===== config.mk =====
export PLATFORM = sky130hd
export DESIGN_NAME = bias_enable_sequencer
export DESIGN_NICKNAME = d
export VERILOG_FILES = /design/src/rtl/bias_enable_sequencer.sv
export SDC_FILE = /design/constraint.sdc
export NUM_CORES = 1
export LEC_CHECK = 0
export CELL_PAD_IN_SITES_DETAIL_PLACEMENT = 2
export CELL_PAD_IN_SITES_GLOBAL_PLACEMENT = 2
export CORE_MARGIN = 4
export CORE_UTILIZATION = 30
export CTS_BUF_LIST = sky130_fd_sc_hd__clkbuf_4 sky130_fd_sc_hd__clkbuf_8
export CTS_CLUSTER_SIZE = 10
export DETAILED_ROUTE_END_ITERATION = 12
export PLACE_DENSITY_LB_ADDON = 0.1
export RECOVER_POWER = 50
export SYNTH_ARGS = -nofsm -noshare
export SYNTH_HDL_FRONTEND = slang
export SYNTH_SLANG_ARGS = --single-unit
export TNS_END_PERCENT = 10

===== constraint.sdc =====
create_clock -name clk -period 2.8 [get_ports clk]
set_input_delay 0.56 -clock clk [delete_from_list [all_inputs] [get_ports clk]]
set_output_delay 0.56 -clock clk [all_outputs]
set_load 0.005 [all_outputs]

===== src/rtl/bias_enable_sequencer.sv =====
// Bias enable sequencer: orders the two resistor-branch enables of the 3v3
// op-amp bias root. Power-up is low branch then high branch, each held for
// SETTLE_CYCLES. Power-down is the reverse order, each branch held off for
// DISCHARGE_CYCLES. Branches that are already off are skipped on power-down.
module bias_enable_sequencer #(
  parameter int SETTLE_CYCLES    = 1000,
  parameter int DISCHARGE_CYCLES = 250,
  parameter int CNT_W            = 16
) (
  input  logic       clk,
  input  logic       rst_n,
  input  logic       ena,
  input  logic [1:0] req_mode,
  input  logic       req_valid,
  output logic       req_ready,
  output logic       en_resl,
  output logic       en_resh,
  output logic       settled,
  output logic       busy,
  output logic [1:0] cur_mode
);

  typedef enum logic [2:0] {
    S_OFF  = 3'd0,
    S_UP_L = 3'd1,
    S_UP_H = 3'd2,
    S_ON   = 3'd3,
    S_DN_H = 3'd4,
    S_DN_L = 3'd5
  } state_t;

  localparam logic [CNT_W-1:0] SET_LOAD = CNT_W'(SETTLE_CYCLES - 1);
  localparam logic [CNT_W-1:0] DIS_LOAD = CNT_W'(DISCHARGE_CYCLES - 1);

  state_t           state_q, state_d;
  logic [CNT_W-1:0] timer_q, timer_d;
  logic [1:0]       tgt_q, tgt_d;
  logic             en_resl_q, en_resl_d;
  logic             en_resh_q, en_resh_d;
  logic             settled_q, settled_d;
  logic             busy_q, busy_d;
  logic             rdy_q, rdy_d;
  logic [1:0]       cur_mode_q, cur_mode_d;
  logic             accept;

  // First power-up step for a target; a zero target means no power-up at all.
  function automatic state_t up_entry(input logic [1:0] t);
    if (t == 2'b00)  return S_OFF;
    else if (t[0])   return S_UP_L;
    else             return S_UP_H;
  endfunction

  // First power-down step: skip any branch that is already off.
  function automatic state_t dn_entry(input logic l, input logic h, input logic [1:0] t);
    if (h)           return S_DN_H;
    else if (l)      return S_DN_L;
    else             return up_entry(t);
  endfunction

  // Ready is withdrawn the moment ena drops so no request slips in while disabled.
  assign req_ready = ena && rdy_q;
  assign accept    = req_valid && req_ready;

  // Next-state and target selection.
  always_comb begin
    state_d = state_q;
    tgt_d   = tgt_q;
    case (state_q)
      S_OFF: begin
        if (accept) begin
          tgt_d   = req_mode;
          state_d = up_entry(req_mode);
        end
      end
      S_UP_L: begin
        if (!ena) begin
          tgt_d   = 2'b00;
          state_d = dn_entry(en_resl_q, en_resh_q, 2'b00);
        end else if (timer_q == '0) begin
          state_d = tgt_q[1] ? S_UP_H : S_ON;
        end
      end
      S_UP_H: begin
        if (!ena) begin
          tgt_d   = 2'b00;
          state_d = dn_entry(en_resl_q, en_resh_q, 2'b00);
        end else if (timer_q == '0) begin
          state_d = S_ON;
        end
      end
      S_ON: begin
        if (!ena) begin
          tgt_d   = 2'b00;
          state_d = dn_entry(en_resl_q, en_resh_q, 2'b00);
        end else if (accept && (req_mode != cur_mode_q)) begin
          tgt_d   = req_mode;
          state_d = dn_entry(en_resl_q, en_resh_q, req_mode);
        end
      end
      S_DN_H: begin
        if (!ena) tgt_d = 2'b00;
        if (timer_q == '0) state_d = en_resl_q ? S_DN_L : up_entry(tgt_d);
      end
      S_DN_L: begin
        if (!ena) tgt_d = 2'b00;
        if (timer_q == '0) state_d = up_entry(tgt_d);
      end
      default: state_d = S_OFF;
    endcase
  end

  // Registered outputs and step timer derived from the state being entered.
  always_comb begin
    en_resl_d  = en_resl_q;
    en_resh_d  = en_resh_q;
    timer_d    = timer_q;
    cur_mode_d = cur_mode_q;
    case (state_d)
      S_OFF:  begin en_resl_d = 1'b0; en_resh_d = 1'b0; end
      S_UP_L: en_resl_d = 1'b1;
      S_UP_H: begin en_resh_d = 1'b1; en_resl_d = tgt_d[0]; end
      S_DN_H: en_resh_d = 1'b0;
      S_DN_L: begin en_resh_d = 1'b0; en_resl_d = 1'b0; end
      default: ;
    endcase
    if (state_d != state_q) begin
      case (state_d)
        S_UP_L, S_UP_H: timer_d = SET_LOAD;
        S_DN_H, S_DN_L: timer_d = DIS_LOAD;
        default:        timer_d = '0;
      endcase
    end else if (timer_q != '0) begin
      timer_d = timer_q - 1'b1;
    end
    if ((state_d == S_ON) && (state_q != S_ON))
      cur_mode_d = tgt_d;
    else if (((state_q == S_DN_H) || (state_q == S_DN_L)) &&
             ((state_d == S_OFF) || (state_d == S_UP_L) || (state_d == S_UP_H)))
      cur_mode_d = 2'b00;
    settled_d = (state_d == S_ON);
    busy_d    = (state_d == S_UP_L) || (state_d == S_UP_H) ||
                (state_d == S_DN_H) || (state_d == S_DN_L);
    rdy_d     = (state_d == S_OFF) || (state_d == S_ON);
  end

  // State register; reset drops both enables immediately.
  always_ff @(posedge clk or negedge rst_n) begin
    if (!rst_n) begin
      state_q    <= S_OFF;
      timer_q    <= '0;
      tgt_q      <= 2'b00;
      en_resl_q  <= 1'b0;
      en_resh_q  <= 1'b0;
      settled_q  <= 1'b0;
      busy_q     <= 1'b0;
      rdy_q      <= 1'b0;
      cur_mode_q <= 2'b00;
    end else begin
      state_q    <= state_d;
      timer_q    <= timer_d;
      tgt_q      <= tgt_d;
      en_resl_q  <= en_resl_d;
      en_resh_q  <= en_resh_d;
      settled_q  <= settled_d;
      busy_q     <= busy_d;
      rdy_q      <= rdy_d;
      cur_mode_q <= cur_mode_d;
    end
  end

  assign en_resl  = en_resl_q;
  assign en_resh  = en_resh_q;
  assign settled  = settled_q;
  assign busy     = busy_q;
  assign cur_mode = cur_mode_q;

endmodule


* Word-level counts from Yosys, hierarchy flattened
Index checks and enable logic that the tools add are counted.
** Storage, ports and cells
- Output and inout bits :: 7
- Flip-flop bits (word level) :: 28
- Bits of input ports :: 6
** Operators by class
- Muxes and demuxes :: 36
- Reduce and logical (&&, ||, !) cells :: 28
- Add/subtract/negate cells :: 1
- Equal/unequal tests :: 13
** Operator list (count)
- $mux W3 :: 14
- $mux W16 :: 2
- $mux W2 :: 14
- $pmux W10 S2 :: 1
- $pmux W3 S6 :: 1
- $logic_not A16 Y1 :: 1
- $reduce_bool A16 Y1 :: 1
- $sub A16 B1 Y16 const B :: 1
- $eq A3 B2 Y1 const B :: 4
- $eq A3 B3 Y1 const B :: 4
- $pmux W2 S5 :: 1
- $reduce_or A2 Y1 :: 4
- $logic_or A1 B1 Y1 :: 7
- $eq A3 B1 Y1 const B :: 2
- $logic_not A2 Y1 :: 3
- $logic_not A3 Y1 :: 2
- $reduce_bool A2 Y1 :: 3
- $logic_and A1 B1 Y1 :: 5
- $ne A3 B2 Y1 const B :: 1
- $ne A3 B3 Y1 :: 1
- $pmux W1 S3 :: 1
- $reduce_bool A3 Y1 :: 1
- $reduce_or A3 Y1 :: 1
- $ne A2 B2 Y1 :: 1
- other kinds (2) :: 2

* Longest topological paths before layout
Gate-level depths: netlist of the first run.
- Depth in word-level cells :: 13
- Depth in mapped cells :: 11

* Least setup slack after synthesis of the first run
Ideal clock, no wire load.
- Path kind :: input port to flip-flop
- Start point :: input port ena
- End point :: register cur_mode_q[1] (netlist: cur_mode[1])
- Path slack :: 0.603 ns
- Stages on the path :: 8
- Arrival time :: 2.070 ns
- Setup time :: 0.127 ns
- Path through :: buf_2 > nand3_1 > or4_1 > nand3_2 > and2_1 > buf_4 > nand2_1 > mux2_1
** RTL lines
- start: declaration :: line 12 : input logic ena,
- $mux W2 :: line 101, 105
- $mux W2 :: line 68 : case (state_q)
- $mux W2 or $logic_not A2 Y1 (tied branches) :: line 49, 48
- $mux W2 :: line 48 : if (t == 2'b00) return S_OFF;
- $mux W3 (2 in a row) :: line 102 : if (timer_q == '0) state_d = en_resl_q ? S_DN_L : up_entry(tgt_d);
- $pmux W3 S6 (*) :: line 68
- net state_d[1] :: line 35 : state_t state_q, state_d;
- $eq A3 B2 Y1 (*)
- net settled_d :: line 40 : logic settled_q, settled_d;
- $logic_and A1 B1 Y1 (*) :: line 135 : if ((state_d == S_ON) && (state_q != S_ON))
- $mux W2 or $reduce_bool A2 Y1 (tied branches)
- end signal: assignment :: line 167 : cur_mode_q <= cur_mode_d;
- end: declaration :: line 43 : logic [1:0] cur_mode_q, cur_mode_d;
Mark *: on every way through the listed nets, which the timed path passes. The rest lies on a longest branch. The select of a mux whose other input is x is not followed.
A chain may end at the register's enable or synchronous reset.

* Worst setup path after layout of the first run
- Start point :: input port req_mode[1]
- End point :: register timer_q[6]
** On the way
- Word-level cells in the longest chain between the ends :: 11
** RTL lines
- start: declaration :: line 13 : input logic [1:0] req_mode,
- $logic_not A2 Y1 :: line 48
- $mux W2 :: line 48
- $mux W3 :: line 56 : else if (l) return S_DN_L;
- $mux W3 :: line 55 : if (h) return S_DN_H;
- $mux W3 :: line 95 : end else if (accept && (req_mode != cur_mode_q)) begin
- $mux W3 :: line 92 : if (!ena) begin
- $pmux W3 S6 (*) :: line 68
- $eq A3 B3 Y1 (tied with other cells) :: line 127 : case (state_d)
- $reduce_or A2 Y1 :: line 127
- $pmux W10 S2 :: line 127
- $mux W16 :: line 126 : if (state_d != state_q) begin
- end signal: assignment :: line 160 : timer_q <= timer_d;
- end: declaration :: line 36 : logic [CNT_W-1:0] timer_q, timer_d;
Mark *: on every way between the ends. The rest lies on a longest branch, timed or not.

==> metrics.csv, run 1 <==
stage,metric,value,unit
min_path,min_path_type,reg -> reg,
worst_setup_path,regToRegSetupSlack,0.30,ns
floorplan,num_io_pins,13,
clock_network,cts_hold_buf,0,
routing,drtPass1Iterations,4,
min_path,min-delay-start,timer_q[13]$_DFFE_PN0P_,
routing,vias,1511,
power_and_ir_drop,p_comb_share,55.8,%
sta,maxSlewViolCount,29,
yosys,synth_area_per_cell,9.47,µm²
yosys,synth_cell_types,56,
power_and_ir_drop,worst_ir_drop_vdd,436,µV
placement,placed_cell_area,2060,µm²
yosys,synthesis.instances,186,
floorplan,core-area,5610,µm²
sta,period_share,92.4,%
worst_setup_path,r2r_cells,8,
yosys,ys_seq_area_share,39.8,%
grt,grt_max_degree,29,
final_layout,antenna_cells,0,
worst_setup_path,cp_top_family,compound AO/OA/AOI/OAI gates,
clock_network,ctsResizeCount,0,
clock_network,clk_path_buf_depth,2,
clock_network,tritoncts,done,
status,failed_checks,"max-capacitance violations, max-slew violations",
worst_setup_path,r2r_start,state_q[1]$_DFF_PN0_,
worst_setup_path,start_kind,primary input,
yosys,synthTopCellsByCount,"dfrtp_1 (28), nor2_1 (26), nand2_1 (12)",
placement,portBuffers,12,
placement,gp_congestion,0.774,
power_and_ir_drop,clock_power_share,9.8,%
sta,final-hold-violation-count,0,
placement,hpwlAfterDp,4160,µm
run,cap_violations,1,
yosys,synth_top_area_share,39.8,%
final_layout,syn_to_final_growth,18.8,%
sta,setup-tns-final,0,ns
worst_setup_path,cp-end-kind,flop,
power_and_ir_drop,p_sw_share,45.8,%
yosys,ys_seq_elements,28,
sta,setup_viol,0,
final_layout,finish.instance_area,2090,µm²
sta,rsz0062_at_grt,no,
routing,detail_route.vias_per_cell,5.36,
worst_setup_path,worstPathCellList,"clkdlybuf4s50_1, xor2_1, o221a_1, o32a_1, nand4_1, o2111ai_4, buf_4, a41o_1, o21ai_1",
sta,worstMarginPinSlew,1.68,ns
yosys,synth_edf_count,0,
yosys,yosys.area.top_type,dfrtp_1,
final_layout,fillers,659,
power_and_ir_drop,leakagePower,0.925,nW
routing,wire_per_inst,18.5,µm
sta,finClkSkew,0.00765,ns
worst_setup_path,max_stage_delay,0.45,ns
min_path,hold_path_depth,2,
sta,fin_crit,2.59,ns
clock_network,cts_num_sinks,28,
worst_setup_path,path_class,in -> reg,
clock_network,clkTransAtPathRegs,0.10,ns
routing,wirelength,5220,µm
sta,fmax,0.387,GHz
routing,ant_nets,0,
grt,grt_pass1_vias,1712,
yosys,netlist_area,1760,µm²
yosys,synth_ff_type,dfrtp_1,
floorplan,die_w,84.6,µm
clock_network,cts_setup_buffers,0,
worst_setup_path,cp_max_fo,9,
yosys,yosysWarnings,0,
floorplan,floorplan.initialDensity,31.4,%
min_path,min_to,timer_q[13]$_DFFE_PN0P_,
worst_setup_path,crit_buf_inv,2,
grt,antenna_found_initial,0,
worst_setup_path,timing.rr.end,timer_q[6]$_DFFE_PN0P_,
floorplan,fp.dieH,84.6,µm
power_and_ir_drop,switchingPower,1.06,mW
sta,slew_headroom,-12.0,%
final_layout,drive_gt1_share,14.8,%
worst_setup_path,critPathArrivalTime,2.78,ns
floorplan,die-area,7160,µm²
final_layout,fin_nets,220,
status,status,"complete, but fails checks",
clock_network,cts_made_buffers,3,
floorplan,rows,27,
power_and_ir_drop,seqPwrFrac,34.4,%
yosys,synth_fp_nets,194,
routing,drtIter0Drc,68,
clock_network,htreeDepth,1,
power_and_ir_drop,pwr_density_cell,1110,nW/µm²
clock_network,clock_latency,0.28,ns
grt,grtUsageTotal,15.4,%
yosys,synth_area_leaders,"dfrtp_1 (40%), nor2_1 (5.5%), xnor2_1 (4.5%), xor2_1 (4.5%), nand2_1 (2.6%)",
yosys,async_flop_share,100,%
worst_setup_path,crit_slowest_cell,clkdlybuf4s50_1,
routing,post-route-drc-count,0,
clock_network,cts_root_buf,clkbuf_8,
grt,grt_overflow,0,
grt,grt_pass1_wl,8810,µm
worst_setup_path,critPathRequiredTime,3.00,ns
power_and_ir_drop,p_int,1.25,mW
yosys,synth.most_common_cell,dfrtp_1,
## tightest hold or removal path, delay by kind of cell (launching register included)
family	cells	cell delay (ns)
XOR/XNOR	1	0.08
AND/OR/NAND/NOR	1	0.07
flip-flops	1	0.40
## through the flow
stage / util [%] / power (mW) / instances / setup WS (ns) / hold WS (ns)
6_report: 37.3 / 2.31 / 282 / 0.214 / 0.593
5_1_grt: 37.3 / 2.53 / 282 / 0.0955 / 0.630
4_1_cts: 37.4 / 2.35 / 282 / 0.229 / 0.607
3_5_place_dp: 36.7 / 2.11 / 279 / -0.0686 / 0.571
3_3_place_gp: 36.7 / 2.04 / 279 / 0.0436 / 0.563
2_1_floorplan: - / 1.62 / 186 / 0.603 / 0.264
## cells by family (layout without fill, tap and decap cells)
logic type | count (synthesis) | count (layout) | share of synthesized area, %
compound gates | 40 | 40 | 17.4
xor+xnor | 18 | 18 | 8.95
fa+ha+maj | 2 | 2 | 1.42
buf+inv | 13 | 37 | 3.34
flops | 28 | 28 | 39.8
mux | 3 | 3 | 1.78
simple gates | 82 | 82 | 27.3
## placed cells by master, fill, tap and decap left out, drive strengths merged, types with 2 or more instances in the layout
cell,instances
inv,6
nand2b,5
or2,2
xnor2,9
nand4,3
nand3,5
o211ai,4
nor2,26
ha,2
nor3,5
o21a,2
nor3b,4
or3b,2
clkbuf,4
clkdlybuf4s50,8
o31ai,2
a21o,2
and2,3
xor2,9
dfrtp,28
dlygate4sd3,4
o21ai,11
nor2b,4
a21oi,7
nor4,5
buf,15
mux2i,2
nand2,12
## state kept, by name, summed over array words and instances (netlist names)
name      count
busy          1
settled       1
timer_q      16
en_resl       1
cur_mode      2
state_q       3
rdy_q         1
en_resh       1
tgt_q         2
## per-layer routing
metal  wire [µm]  GRT usage, %  vias to the layer above
met2        2450          24.8                       11
met3          64          2.16                        4
li1            -             -                      712
met5           0             0                        -
met4          54          3.45                        0
met1        2650          21.7                      784
## power groups by stage
stage               Sequential, mW  Clock [mW]  Combinational [mW]
floorplan                    0.718           0               0.899
global placement             0.786           0                1.25
detailed placement           0.806           0                1.30
CTS                          0.798       0.238                1.32
global route                 0.828       0.258                1.44
finish                       0.797       0.226                1.29
## layout make-up
class / instances / area, µm² / area share, %
multi-input cells: 145 / 1000 / 47.9
clock buffers: 3 / 41.3 / 1.97
inverters: 6 / 22.5 / 1.08
repair buffers: 28 / 236 / 11.3
flip-flops and latches: 28 / 701 / 33.5
well taps: 72 / 90.1 / 4.30
## how the worst max path moves through the flow
stage | endpoint | startpoint | cells after the start
global placement | timer_q[7]$_DFFE_PN0P_ | req_mode[0] | 9
detailed placement | timer_q[6]$_DFFE_PN0P_ | req_mode[1] | 9
global route | timer_q[6]$_DFFE_PN0P_ | ena | 9
floorplan | cur_mode[1]$_DFFE_PN0P_ | ena | 8
finish | timer_q[6]$_DFFE_PN0P_ | req_mode[1] | 9
CTS | timer_q[6]$_DFFE_PN0P_ | req_mode[1] | 9
Power figures use the tool's default switching activity.
==> run 2, diff against run 1 <==
SLEW_MARGIN = 40   (was not set)
clock period = 3.35 ns   (was 2.8 ns; I/O delays follow)
==> metrics.csv, run 2 (same netlist as run 1, synthesis figures left out) <==
stage,metric,value,unit,change
final_layout,fillers,652,,was 659
placement,placedCellCount,271,,was 279
routing,ant_nets,0,,unchanged
grt,antenna_found_initial,0,,unchanged
power_and_ir_drop,worst_ir_drop_vdd,312,µV,was 436 µV
sta,fin_crit,2.78,ns,
floorplan,num_io_pins,13,,unchanged
floorplan,floorplan.initialDensity,31.4,%,unchanged
status,failed_checks,"max-capacitance violations, max-slew violations",,unchanged
sta,slew_headroom,-10.2,%,was -12.0%
sta,fmax,0.360,GHz,
clock_network,cts_setup_buffers,0,,unchanged
routing,post-route-drc-count,0,,unchanged
sta,setup_viol,0,,unchanged
power_and_ir_drop,leakagePower,0.893,nW,was 0.925 nW
grt,grt_pass1_vias,1723,,"was 1,712"
sta,setup-tns-final,0,ns,unchanged
grt,grt_pass1_wl,9320,µm,was 8810 µm
final_layout,largest_reg_flops,16,,unchanged
floorplan,die-area,7160,µm²,unchanged
worst_setup_path,start_kind,primary input,,unchanged
clock_network,cts_hold_buf,0,,unchanged
clock_network,clkTransAtPathRegs,0.09,ns,was 0.10 ns
final_layout,top_register,timer_q,,unchanged
power_and_ir_drop,switchingPower,0.885,mW,was 1.06 mW
worst_setup_path,cp-end-kind,flop,,unchanged
sta,final-hold-violation-count,0,,unchanged
power_and_ir_drop,seqPwrFrac,35.0,%,was 34.4%
power_and_ir_drop,p_comb_share,53.8,%,was 55.8%
grt,grt_max_degree,29,,unchanged
clock_network,cts_made_buffers,3,,unchanged
run,cap_violations,1,,unchanged
final_layout,multiInputGateArea,1000,µm²,unchanged
floorplan,fp.dieH,84.6,µm,unchanged
worst_setup_path,critPathRequiredTime,3.52,ns,was 3.00 ns
routing,detail_route.vias_per_cell,5.41,,was 5.36
floorplan,core-area,5610,µm²,unchanged
power_and_ir_drop,p_sw_share,45.9,%,was 45.8%
clock_network,ctsResizeCount,0,,unchanged
worst_setup_path,cp_max_fo,6,,was 9
placement,gp_congestion,0.845,,was 0.774
routing,wire_per_inst,19.2,µm,was 18.5 µm
clock_network,clock_latency,0.28,ns,about the same
final_layout,seq_area,701,µm²,unchanged
floorplan,rows,27,,unchanged
sta,worstMarginPinSlew,1.65,ns,was 1.68 ns
final_layout,syn_to_final_growth,16.2,%,was 18.8%
worst_setup_path,critPathArrivalTime,2.95,ns,was 2.78 ns
clock_network,clk_path_buf_depth,2,,unchanged
final_layout,fin_nets,212,,was 220
sta,maxSlewViolCount,29,,unchanged
grt,grtUsageTotal,16.6,%,was 15.4%
routing,wirelength,5280,µm,was 5220 µm
clock_network,cts_root_buf,clkbuf_8,,unchanged
power_and_ir_drop,p_int,1.04,mW,was 1.25 mW
status,status,"complete, but fails checks",,unchanged
routing,vias,1489,,"was 1,511"
sta,rsz0062_at_grt,no,,unchanged
final_layout,reg_top3,"timer_q: 16 flops, state_q: 3 flops",,unchanged
power_and_ir_drop,clock_power_share,11.1,%,was 9.8%
routing,drtIter0Drc,54,,was 68
placement,portBuffers,12,,unchanged
placement,hpwlAfterDp,4070,µm,was 4160 µm
grt,grt_overflow,0,,unchanged
final_layout,finalNonFillerCells,275,,was 282
sta,period_share,83.0,%,
final_layout,drive_gt1_share,11.8,%,was 14.8%
final_layout,antenna_cells,0,,unchanged
clock_network,cts_num_sinks,28,,unchanged
final_layout,final_cell_mix,"dfrtp_1 (28), nor2_1 (26), nand2_1 (12)",,"was dfrtp_1 (28), nor2_1 (26), buf_4 (15)"
power_and_ir_drop,pwr_density_cell,942,nW/µm²,was 1110 nW/µm²
floorplan,die_w,84.6,µm,unchanged
sta,finClkSkew,0.00291,ns,was 0.00765 ns
clock_network,htreeDepth,1,,unchanged
final_layout,layout_commonest_cell,dfrtp_1,,unchanged
min_path,min_path_type,reg -> reg,,unchanged
worst_setup_path,path_class,in -> reg,,unchanged
clock_network,tritoncts,done,,unchanged
routing,drtPass1Iterations,4,,unchanged
run 2: worst paths after layout:
path                            slack, ns  depth (start not counted)                    start                      end
worst max register to register       0.69                          8     state_q[0]$_DFF_PN0_   timer_q[9]$_DFFE_PN0P_
max in group asynchronous            1.06                          2                    rst_n   timer_q[8]$_DFFE_PN0P_
worst min register to register       0.60                          2  timer_q[14]$_DFFE_PN0P_  timer_q[14]$_DFFE_PN0P_
worst max-delay path                 0.57                          9              req_mode[1]   timer_q[9]$_DFFE_PN0P_
worst min-delay path                 0.60                          2  timer_q[14]$_DFFE_PN0P_  timer_q[14]$_DFFE_PN0P_
min in group asynchronous            1.34                          2                    rst_n       tgt_q[1]$_DFF_PN0_
run 2: power groups by stage:
stage	clock (mW)	combinational, mW	sequential [mW]
after global placement	0	1.01	0.668
final	0.215	1.04	0.676
after global routing	0.246	1.17	0.708
after CTS	0.229	1.06	0.675
after detailed placement	0	1.06	0.683
after floorplan	0	0.752	0.600
run 2: stage by stage:
step	worst slack (ns)	area, µm²	hold WS [ns]	power (mW)	utilization [%]
6_report	0.569	2050	0.598	1.93	36.5
5_1_grt	0.394	2050	0.625	2.13	36.5
4_1_cts	0.587	2050	0.607	1.97	36.6
3_5_place_dp	0.311	2000	0.584	1.74	35.6
3_3_place_gp	0.428	2000	0.563	1.68	35.6
2_1_floorplan	1.04	1760	0.374	1.35	-
run 2: routing by layer:
| metal | track usage (%) | wire length (µm) | vias to the layer above |
|---|---|---|---|
| li1 | - | - | 694 |
| met1 | 21.7 | 2500 | 774 |
| met2 | 28.3 | 2590 | 16 |
| met3 | 2.16 | 106 | 5 |
| met4 | 5.61 | 85 | 0 |
| met5 | 0 | 0 | - |
run 2: worst max-delay path: stages:
cell and delay, ns:
clkdlybuf4s50_1 0.53, xor2_1 0.28, o211ai_1 0.19, a21oi_1 0.33
a21oi_1 0.17, o2111ai_4 0.24, buf_4 0.18, a41o_1 0.24
o21ai_1 0.11
run 2: cell type report:
type                       instances  share of cell area [%]
tap                               72                    4.40
inverter                           6                    1.10
multi-input combinational        145                    49.0
timing repair buffer              20                    8.62
sequential                        28                    34.2
clock buffer                       4                    2.69
==> run 3, diff against run 2 <==
clock period = 2.36 ns   (was 3.35 ns; I/O delays follow)
==> metrics.csv, run 3 (same netlist as run 1, synthesis figures left out) <==
stage,metric,value,unit,change
clock_network,cts_made_buffers,3,,unchanged
worst_setup_path,critPathRequiredTime,2.57,ns,was 3.52 ns
clock_network,clock_latency,0.28,ns,about the same
floorplan,rows,27,,unchanged
worst_setup_path,cp_num_cells,8,,was 9
final_layout,fin_nets,238,,was 212
worst_setup_path,cp_top_family,compound AO/OA/AOI/OAI gates,,unchanged
power_and_ir_drop,leakagePower,1.05,nW,was 0.893 nW
worst_setup_path,timing.rr.end,timer_q[5]$_DFFE_PN0P_,,was timer_q[9]$_DFFE_PN0P_
floorplan,core-area,5610,µm²,unchanged
final_layout,largest_reg_flops,16,,unchanged
worst_setup_path,r2r_start,state_q[1]$_DFF_PN0_,,was state_q[0]$_DFF_PN0_
worst_setup_path,crit_buf_inv,1,,was 2
grt,grt_overflow,0,,unchanged
final_layout,layout_commonest_cell,buf_4,,was dfrtp_1
placement,hpwlAfterDp,4390,µm,was 4070 µm
worst_setup_path,cp_max_fo,4,,was 6
final_layout,antenna_cells,0,,unchanged
clock_network,cts_root_buf,clkbuf_8,,unchanged
worst_setup_path,crit_path_frequent_cell,o211ai_1,,was a21oi_1
min_path,min_to,cur_mode[0]$_DFFE_PN0P_,,was timer_q[14]$_DFFE_PN0P_
routing,drtPass1Iterations,4,,unchanged
sta,finClkSkew,0.00313,ns,was 0.00291 ns
power_and_ir_drop,worst_ir_drop_vdd,628,µV,was 312 µV
clock_network,tritoncts,done,,unchanged
final_layout,reg_top3,"timer_q: 16 flops, state_q: 3 flops",,unchanged
sta,final-hold-violation-count,0,,unchanged
sta,setup_viol,0,,unchanged
min_path,hold_path_depth,2,,unchanged
final_layout,finalNonFillerCells,301,,was 275
floorplan,floorplan.initialDensity,31.4,%,unchanged
run,cap_violations,0,,was 1
grt,grt_pass1_vias,1785,,"was 1,723"
worst_setup_path,cp-end-kind,flop,,unchanged
worst_setup_path,start_kind,primary input,,unchanged
grt,antenna_found_initial,0,,unchanged
sta,fin_crit,2.30,ns,
grt,grt_pass1_wl,9540,µm,was 9320 µm
min_path,min_path_type,reg -> reg,,unchanged
final_layout,utilization,41.9,%,was 36.5%
placement,portBuffers,12,,unchanged
routing,drtIter0Drc,70,,was 54
routing,post-route-drc-count,0,,unchanged
placement,gp_congestion,0.870,,was 0.845
sta,slew_headroom,49.4,%,was -10.2%
sta,fmax,0.435,GHz,
floorplan,num_io_pins,13,,unchanged
placement,placedCellCount,293,,was 271
worst_setup_path,path_class,in -> reg,,unchanged
sta,worstMarginPinSlew,0.759,ns,was 1.65 ns
grt,grtUsageTotal,16.7,%,was 16.6%
clock_network,clk_path_buf_depth,2,,unchanged
sta,period_share,97.3,%,
clock_network,htreeDepth,1,,unchanged
worst_setup_path,worstPathCellList,"clkdlybuf4s50_1, and3_4, o211ai_1, o211ai_1, a21bo_2, o2111ai_4, or3b_4, o21ai_1",,"was clkdlybuf4s50_1, xor2_1, o211ai_1, a21oi_1, a21oi_1, o2111ai_4, buf_4, a41o_1, o21ai_1"
routing,wirelength,5700,µm,was 5280 µm
routing,detail_route.vias_per_cell,5.20,,was 5.41
routing,ant_nets,0,,unchanged
grt,grt_max_degree,29,,unchanged
power_and_ir_drop,pwr_density_cell,1370,nW/µm²,was 942 nW/µm²
worst_setup_path,regToRegSetupSlack,0.09,ns,was 0.69 ns
sta,setup-tns-final,0,ns,unchanged
final_layout,drive_gt1_share,29.7,%,was 11.8%
final_layout,top_register,timer_q,,unchanged
worst_setup_path,r2r_cells,8,,unchanged
final_layout,final_cell_mix,"buf_4 (31), nor2_1 (26), dfrtp_1 (26)",,"was dfrtp_1 (28), nor2_1 (26), nand2_1 (12)"
clock_network,clkTransAtPathRegs,0.10,ns,was 0.09 ns
status,status,"finished, final reports clean",,"was complete, but fails checks"
floorplan,fp.dieH,84.6,µm,unchanged
floorplan,die_w,84.6,µm,unchanged
floorplan,die-area,7160,µm²,unchanged
worst_setup_path,max_stage_delay,0.49,ns,was 0.53 ns
min_path,min-delay-start,cur_mode[0]$_DFFE_PN0P_,,was timer_q[14]$_DFFE_PN0P_
worst_setup_path,critPathArrivalTime,2.50,ns,was 2.95 ns
worst_setup_path,crit_slowest_cell,clkdlybuf4s50_1,,unchanged
routing,wire_per_inst,18.9,µm,was 19.2 µm
clock_network,cts_num_sinks,28,,unchanged
sta,maxSlewViolCount,0,,was 29
final_layout,syn_to_final_growth,33.4,%,was 16.2%
routing,vias,1565,,"was 1,489"
==> run 3: cell count changes in the layout (fill, tap and decap cells not counted), sizes merged <==
| cell | delta |
|---|---|
| buf | +26 |
| dlygate4sd3 | -1 |
| dlygate4sd2 | +1 |
| dlymetal6s2s | +2 |
| clkdlybuf4s50 | -2 |
==> run 3: worst max path at each step <==
stage | start | end
final | req_valid | timer_q[0]$_DFFE_PN0P_
after global routing | state_q[1]$_DFF_PN0_ | timer_q[5]$_DFFE_PN0P_
after CTS | ena | timer_q[7]$_DFFE_PN0P_
after detailed placement | req_mode[0] | timer_q[8]$_DFFE_PN0P_
after global placement | req_mode[1] | timer_q[7]$_DFFE_PN0P_
after floorplan | timer_q[0]$_DFFE_PN0P_ | timer_q[5]$_DFFE_PN0P_
==> run 3: worst reg2reg max path, delay by kind of cell, from the launching register on <==
kind / cells / cell delay [ns]
AND/OR/NAND/NOR: 2 / 0.53
AO/OA/AOI/OAI: 5 / 1.07
flip-flops: 1 / 0.45
buffers and inverters: 1 / 0.16
==> run 3: per-stage QoR <==
step           total power [mW]  worst slack, ns  cell area, µm²  hold slack [ns]
3_5_place_dp               2.65           -0.418            2160            0.589
6_report                   3.21           0.0635            2350            0.594
3_3_place_gp               2.54           -0.276            2160            0.563
5_1_grt                    3.49          -0.0144            2350            0.634
4_1_cts                    3.04          0.00378            2240            0.598
2_1_floorplan              1.92            0.174            1760            0.176
==> run 3: metal layers <==
| layer | vias to the layer above | global-route usage, % | routed length (µm) |
|---|---|---|---|
| met5 | - | 0 | 0 |
| met4 | 0 | 3.45 | 57 |
| met3 | 6 | 2.16 | 81 |
| met2 | 15 | 28.0 | 2770 |
| met1 | 799 | 22.9 | 2790 |
| li1 | 745 | - | - |
==> run 3: repair_timing <==
item,CTS,global route
pin swaps,4,9
gates resized for setup,5,23
buffers inserted,0,4
setup endpoints to repair,9,14
hold buffers,0,0
==> run 3: power breakdown <==
group          internal (mW)  switching, mW  leakage [nW]  total [mW]
clock                  0.150          0.161        0.0288       0.310
sequential             0.674          0.266         0.361       0.940
combinational          0.953           1.01         0.659        1.96
total                   1.78           1.44          1.05        3.21
==> run 3: layout make-up <==
| type | instances | area [µm²] |
|---|---|---|
| tap | 72 | 90.1 |
| inverter | 6 | 22.5 |
| fill | 633 | 3260 |
| multi-input combinational | 145 | 1090 |
| timing repair buffer | 46 | 384 |
| clock buffer | 4 | 55.1 |
| sequential | 28 | 703 |
